--- config.mk ---
export PLATFORM = sky130hd
export DESIGN_NAME = regfile_dump_tx
export DESIGN_NICKNAME = d
export VERILOG_FILES = /design/src/rtl/regfile_dump_tx.sv
export SDC_FILE = /design/constraint.sdc
export NUM_CORES = 1
export LEC_CHECK = 0
export ABC_AREA = 1
export BUFFER_PORTS_ARGS = -buffer_cell sky130_fd_sc_hd__buf_2
export CAP_MARGIN = 20
export CORE_AREA = 5 5 96 76
export DETAILED_ROUTE_END_ITERATION = 16
export DIE_AREA = 0 0 101 81
export PLACE_DENSITY = 0.69
export SLEW_MARGIN = 20
export SYNTH_ARGS = -nofsm -noshare
export SYNTH_HDL_FRONTEND = slang
export SYNTH_SLANG_ARGS = --single-unit
--- constraint.sdc ---
create_clock -name clk -period 1.5 [get_ports clk]
set_input_delay 0.15 -clock clk [delete_from_list [all_inputs] [get_ports clk]]
set_output_delay 0.15 -clock clk [all_outputs]
set_load 0.01 [all_outputs]
--- src/rtl/regfile_dump_tx.sv ---
// regfile_dump_tx: on a start pulse, walks register indices 0..NUM_REGS-1
// through one register-file read port. Each register goes out as a frame of
// one index byte followed by its data bytes, most significant byte first,
// over a valid/ready byte stream. The core is held halted for the whole dump.
//
// Ports:
//   clk, rst          clock; synchronous active-high reset
//   start             one-cycle dump request, ignored while busy
//   rd_addr/rd_data   register-file read port (combinational data)
//   tx_data/tx_valid  byte stream out; held stable until tx_ready
//   tx_ready          downstream accepts the byte
//   busy, cpu_halt    dump in progress (identical)
//   done              one-cycle pulse after the final byte is accepted
module regfile_dump_tx #(
  parameter int unsigned NUM_REGS = 32,
  parameter int unsigned ADDR_W   = 5,
  parameter int unsigned DATA_W   = 32
) (
  input  logic              clk,
  input  logic              rst,
  input  logic              start,
  output logic [ADDR_W-1:0] rd_addr,
  input  logic [DATA_W-1:0] rd_data,
  output logic [7:0]        tx_data,
  output logic              tx_valid,
  input  logic              tx_ready,
  output logic              busy,
  output logic              cpu_halt,
  output logic              done
);

  localparam int unsigned BYTES = DATA_W / 8;
  localparam int unsigned SH_W  = DATA_W + 8;
  localparam int unsigned CNT_W = $clog2(BYTES + 1);
  localparam logic [ADDR_W-1:0] LAST_ADDR = ADDR_W'(NUM_REGS - 1);
  localparam logic [CNT_W-1:0]  LAST_CNT  = CNT_W'(BYTES);

  typedef enum logic [1:0] {
    S_IDLE,
    S_READ,
    S_SEND
  } state_t;

  state_t            r_state;
  logic [ADDR_W-1:0] r_rd_addr;
  logic [SH_W-1:0]   r_shift;
  logic [CNT_W-1:0]  r_cnt;
  logic [7:0]        r_tx_data;
  logic              r_tx_valid;
  logic              r_busy;
  logic              r_done;

  state_t            w_state_nxt;
  logic [ADDR_W-1:0] w_rd_addr_nxt;
  logic [SH_W-1:0]   w_shift_nxt;
  logic [CNT_W-1:0]  w_cnt_nxt;
  logic [7:0]        w_tx_data_nxt;
  logic              w_tx_valid_nxt;
  logic              w_busy_nxt;
  logic              w_done_nxt;
  logic [7:0]        w_idx_byte;
  logic              w_hs;

  assign w_idx_byte = 8'(r_rd_addr);
  assign w_hs       = r_tx_valid & tx_ready;

  // State and datapath registers
  always_ff @(posedge clk) begin
    if (rst) begin
      r_state    <= S_IDLE;
      r_rd_addr  <= '0;
      r_shift    <= '0;
      r_cnt      <= '0;
      r_tx_data  <= '0;
      r_tx_valid <= 1'b0;
      r_busy     <= 1'b0;
      r_done     <= 1'b0;
    end else begin
      r_state    <= w_state_nxt;
      r_rd_addr  <= w_rd_addr_nxt;
      r_shift    <= w_shift_nxt;
      r_cnt      <= w_cnt_nxt;
      r_tx_data  <= w_tx_data_nxt;
      r_tx_valid <= w_tx_valid_nxt;
      r_busy     <= w_busy_nxt;
      r_done     <= w_done_nxt;
    end
  end

  // Next-state and next-output logic
  always_comb begin
    w_state_nxt    = r_state;
    w_rd_addr_nxt  = r_rd_addr;
    w_shift_nxt    = r_shift;
    w_cnt_nxt      = r_cnt;
    w_tx_data_nxt  = r_tx_data;
    w_tx_valid_nxt = r_tx_valid;
    w_busy_nxt     = r_busy;
    w_done_nxt     = 1'b0;

    unique case (r_state)
      S_IDLE: begin
        if (start) begin
          w_rd_addr_nxt = '0;
          w_busy_nxt    = 1'b1;
          w_state_nxt   = S_READ;
        end
      end

      // rd_addr has been stable for a full cycle, so rd_data is the word to frame
      S_READ: begin
        w_shift_nxt    = {w_idx_byte, rd_data};
        w_tx_data_nxt  = w_idx_byte;
        w_tx_valid_nxt = 1'b1;
        w_cnt_nxt      = '0;
        w_state_nxt    = S_SEND;
      end

      // The byte on tx_data is always the top byte of r_shift
      S_SEND: begin
        if (w_hs) begin
          if (r_cnt == LAST_CNT) begin
            w_tx_valid_nxt = 1'b0;
            if (r_rd_addr == LAST_ADDR) begin
              w_busy_nxt  = 1'b0;
              w_done_nxt  = 1'b1;
              w_state_nxt = S_IDLE;
            end else begin
              w_rd_addr_nxt = r_rd_addr + ADDR_W'(1);
              w_state_nxt   = S_READ;
            end
          end else begin
            w_cnt_nxt     = r_cnt + CNT_W'(1);
            w_shift_nxt   = r_shift << 8;
            w_tx_data_nxt = r_shift[SH_W-9 -: 8];
          end
        end
      end

      default: w_state_nxt = S_IDLE;
    endcase
  end

  assign rd_addr  = r_rd_addr;
  assign tx_data  = r_tx_data;
  assign tx_valid = r_tx_valid;
  assign busy     = r_busy;
  assign cpu_halt = r_busy;
  assign done     = r_done;

endmodule

# After elaboration in Yosys (flattened, before gate mapping)
# Index checks and enable logic that the tools add are counted.
dict set report totals {
  wordCells 61
  ff_bits 53
}
dict set report op_classes {
  bitwise_logic 4
  n_addsub 2
  n_eq_ne 10
  n_reduce_logical 9
  n_mux 28
}
# operator n
set op_table {}
lappend op_table {{$mux W32} 2}
lappend op_table {{$pmux W32 S2} 1}
lappend op_table {{$mux W5} 4}
lappend op_table {{$mux W8} 2}
lappend op_table {{$pmux W8 S2} 1}
lappend op_table {{$ne A2 B2 Y1 const B} 6}
lappend op_table {{$pmux W5 S2} 1}
lappend op_table {{$reduce_and A5 Y1} 2}
lappend op_table {{$reduce_and A3 Y1} 3}
lappend op_table {{$mux W1} 8}
lappend op_table {{$mux W2} 3}
lappend op_table {{$mux W3} 2}
lappend op_table {{$pmux W2 S3} 1}
lappend op_table {{$pmux W3 S2} 1}
lappend op_table {{$add A5 B1 Y5 const B} 1}
lappend op_table {{$eq A5 B5 Y1 const B} 1}
lappend op_table {{$pmux W1 S2} 2}
lappend op_table {{$reduce_bool A2 Y1} 2}
lappend op_table {{$reduce_or A4 Y1} 1}
lappend op_table {{$add A3 B1 Y3 const B} 1}
lappend op_table {{$eq A3 B3 Y1 const B} 1}
lappend op_table {{$not A1 Y1} 3}
lappend op_table {{$eq A2 B1 Y1 const B} 1}
lappend op_table {{$eq A2 B2 Y1 const B} 1}
lappend op_table {{other kinds (2)} 2}

# Longest topological paths before layout
dict set report depth {
  word_depth 5
  ltp_mapped 10
  ltp_nobuf 9
}

# Worst setup path after synthesis
# No wires, ideal clock.
dict set report synth_path {
  path_type {register to register}
  start {register r_rd_addr[0] (netlist: rd_addr[0])}
  end {register r_rd_addr[0] (netlist: rd_addr[0])}
  n_path_buf 0
  required_ps 1385
  arrival_time_ps 1535
  slack_ps -150
  setup_time_ps 115
  path_stages_with_launch 9
  path_cell_list {dfxtp_1 > ha_1 > inv_1 > nor3_1 > ha_1 > a21oi_1 > nand3_1 > a21oi_1 > nor2_1}
}
dict set report synth_between {
  elab_chain_len 5
  word_cells_on_any_way 8
  classes_between {add/sub (1); eq/ne (2); mux (4); reduce/logical (1)}
}
# item line_no
set synth_lines {}
lappend synth_lines {{from (decl)} 45} ;# logic [ADDR_W-1:0] r_rd_addr;
lappend synth_lines {{from (signal assigned)} 80} ;# r_rd_addr <= w_rd_addr_nxt;
lappend synth_lines {{$add A5 B1 Y5} 129} ;# w_rd_addr_nxt = r_rd_addr + ADDR_W'(1);
lappend synth_lines {{$mux W5} 124} ;# if (r_rd_addr == LAST_ADDR) begin
lappend synth_lines {{$mux W5} 122} ;# if (r_cnt == LAST_CNT) begin
lappend synth_lines {{$mux W5} 121} ;# if (w_hs) begin
lappend synth_lines {{$pmux W5 S2} 101} ;# unique case (r_state)
# Several ways; a longest one is shown, not always the timed one. The select of a mux whose other input is x is not followed.
# A chain may end at the register's enable or synchronous reset.

# Worst setup path after layout
dict set report layout_path {
  start {register r_rd_addr[1] (netlist: rd_addr[1])}
  end {register r_busy (netlist: busy)}
}
dict set report layout_between {
  elab_chain_len 3
}
# item line_no
set layout_lines {}
lappend layout_lines {{$eq A5 B5 Y1} 124}
lappend layout_lines {{$ne A2 B2 Y1 (no source line)} n/a}
lappend layout_lines {{$reduce_and A5 Y1 (no source line)} n/a}
lappend layout_lines {{to (signal assigned)} 85} ;# r_busy <= w_busy_nxt;
lappend layout_lines {{to (decl)} 50} ;# logic r_busy;
# Every way passes these cells.

==> impl_metrics.yaml <==
run_status:
  outcome: "completed"
die:
  die_x_um: 101
  io_pins: 53
  core_area_um2: 6160
  std_cell_rows: 25
  die_h_um: 81
  start_util: 0.394
  die_area_um2: 8180
timing:
  fin_skew_ns: 0.00756
  tns_ns: 0
  worstMarginPinSlew_ns: 0.318
  rsz0062_at_grt: "true"
  hold_violations: 0
  period_share: 0.978
  maxSlewHeadroom: 0.788
  timing.fmax_mhz: 682
  setup_violations: 0
  final-max-slew-violation-count: 0
  hold_ws_ns: 0.0894
  period_minus_slack_ns: 1.47
setup_path:
  reg2reg_depth: 9
  crit_fanout: 3
  cp.required_ns: 1.70
  cp-start-kind: "flip-flop"
  cp-end-kind: "flip-flop"
  crit_type: "reg2reg"
  arrival_ns: 1.66
placement:
  globalplace.congestion: 0.781
  port_buffers: 52
  dp_cells: 497
  dpl.hpwl_um: 4050
global_routing:
  grt_pass1_vias: 2207
  grt_pass1_wl_um: 9780
  gr-total-overflow: 0
  grt_start_max_net_pins: 37
  grtUsageTotal: 0.146
  antenna_found_initial: 0
clocking:
  clock_path_buffers: 2
  cts.htree.levels: 2
  path_clk_slew_ns: 0.10
  hold_buffers: 0
  cts_tree: "built"
  clkSinkCount: 53
  cts_buffers: 5
  clock-root-buffer: "clkbuf_8"
  clk_latency_ns: 0.30
finish:
  layout_commonest_cell: "nand2_1"
  syn_to_final_growth_pct: 32.3
  nets: 470
  antenna_cells: 0
  final_layout_size_suffix_gt1_frac: 0.274
  layout_common_cells: "nand2_1, nor2_1, buf_2"
  final_cell_count_no_fill: 512
detailed_routing:
  num_vias: 2387
  wl_per_cell_um: 12.4
  drt_pass1_iterations: 4
  wl_um: 6340
  route.detailed.drc: 0
  ant_nets: 0
  drt_iter0_drc: 164
  via_per_inst: 4.66
yosys:
  synth_top_family_by_area: "simple AND/OR/NAND/NOR gates"
  yosys_register_bits: 53
  synth_nets: 407
  synth_fa_ha_area_frac: 0.0206
  synth_compound_area_frac: 0.129
  synth_xor_xnor_area_share: 0
  yosys_warnings: 0
  synthCells: 367
  synthDistinctLibCells: 23
  avgSynthCellArea_um2: 6.61
  synthSimpleGateAreaFrac: 0.341
  synthMuxAreaShare: 0
  netlist_area_um2: 2430
  ys_seq_area_frac: 0.437
power_and_ir_drop:
  p_leak_nw: 1.49
  power_density_nw_per_um2: 1280
  peakVddDrop_mv: 0.536
  total_power_mw: 4.13
run:
  max_cap_viol_count: 0
worst_hold_path:
  hp-class: "in2reg"
  hold_depth: 3
## cell usage after synthesis (all sizes together)
master / n / area share
clkbuf: 9 / 0.014
nor3: 2 / 0.0041
o21ai: 38 / 0.080
dfxtp: 53 / 0.44
nand3: 4 / 0.0082
ha: 4 / 0.021
nand3b: 1 / 0.0031
o21bai: 1 / 0.0031
o21a: 1 / 0.0031
buf: 12 / 0.032
clkinv: 1 / 0.0015
nand4: 5 / 0.013
inv: 16 / 0.025
nand2: 124 / 0.19
nor2: 76 / 0.12
a21oi: 20 / 0.043
## metal layers
metal  vias to the layer above  track usage  part of all wire  wire, um
met4                         0       0.0319            0.0073        46
met2                        65        0.240              0.45      2870
met3                         6       0.0352             0.067       428
met5                         -            0                 0         0
li1                       1279            -                 -         -
met1                      1037        0.197              0.47      3000
## critical path, stage by stage, from the launching register on
cell     delay, ns
dfxtp_2       0.36
ha_4          0.16
inv_4         0.04
nor3_4        0.21
ha_4          0.19
buf_6         0.09
o21a_1        0.09
nand3_1       0.06
nand2_1       0.09
a21oi_2       0.05
## power breakdown
| part | leakage (nW) | switching, mW | total (mW) | internal (mW) |
|---|---|---|---|---|
| registers | 0.439 | 0.142 | 1.81 | 1.66 |
| logic | 1.00 | 0.808 | 1.45 | 0.639 |
| clock network | 0.0542 | 0.456 | 0.874 | 0.418 |
## through the flow
step / setup slack (ns) / cell area [um2] / utilization
after floorplan: 0.00229 / 2440 / -
after global placement: 0.0155 / 2850 / 0.462
after detailed placement: -0.0445 / 2850 / 0.462
after CTS: -0.0139 / 3000 / 0.487
after global routing: -0.0807 / 3210 / 0.521
final: 0.0332 / 3210 / 0.521
## final cells by class
cell class                 count  area [um2]
clock inverter                 1        5.00
timing repair buffer          77         531
inverter                      17        66.3
fill                         581        2950
sequential                    53        1070
multi-input combinational    276        1340
tap                           81         101
clock buffer                   7        96.3
## sequential cells by signal (all words and copies together) (netlist names)
name      cells
tx_valid      1
r_state       2
tx_data       8
r_shift      32
busy          1
r_cnt         3
done          1
rd_addr       5
## path summary, 6_finish.rpt
kind	start	to	slack, ns
setup / recovery	rd_addr[1]$_SDFFE_PP0P_	busy$_SDFFE_PP0P_	0.03
hold / removal	rd_data[6]	r_shift[6]$_SDFFE_PP0P_	0.09
setup reg to reg	rd_addr[1]$_SDFFE_PP0P_	busy$_SDFFE_PP0P_	0.03
hold reg to reg	r_shift[2]$_SDFFE_PP0P_	r_shift[2]$_SDFFE_PP0P_	0.47
## timing repair
action                                 4_1_cts  5_1_grt
endpoints found under the hold margin        0        0
setup endpoints to repair                   25       49
buffers inserted                             1        4
pin swaps                                    4       18
gates cloned                                 0        2
resized for setup                           14       36
## logic make-up after synthesis
kind of cell | after synthesis
flip-flops | 53
AO/OA/AOI/OAI | 60
AND/OR/NAND/NOR | 212
buffers and inverters | 38
adder cells (fa/ha/maj) | 4
No activity file was read; power rests on OpenSTA's default activity.
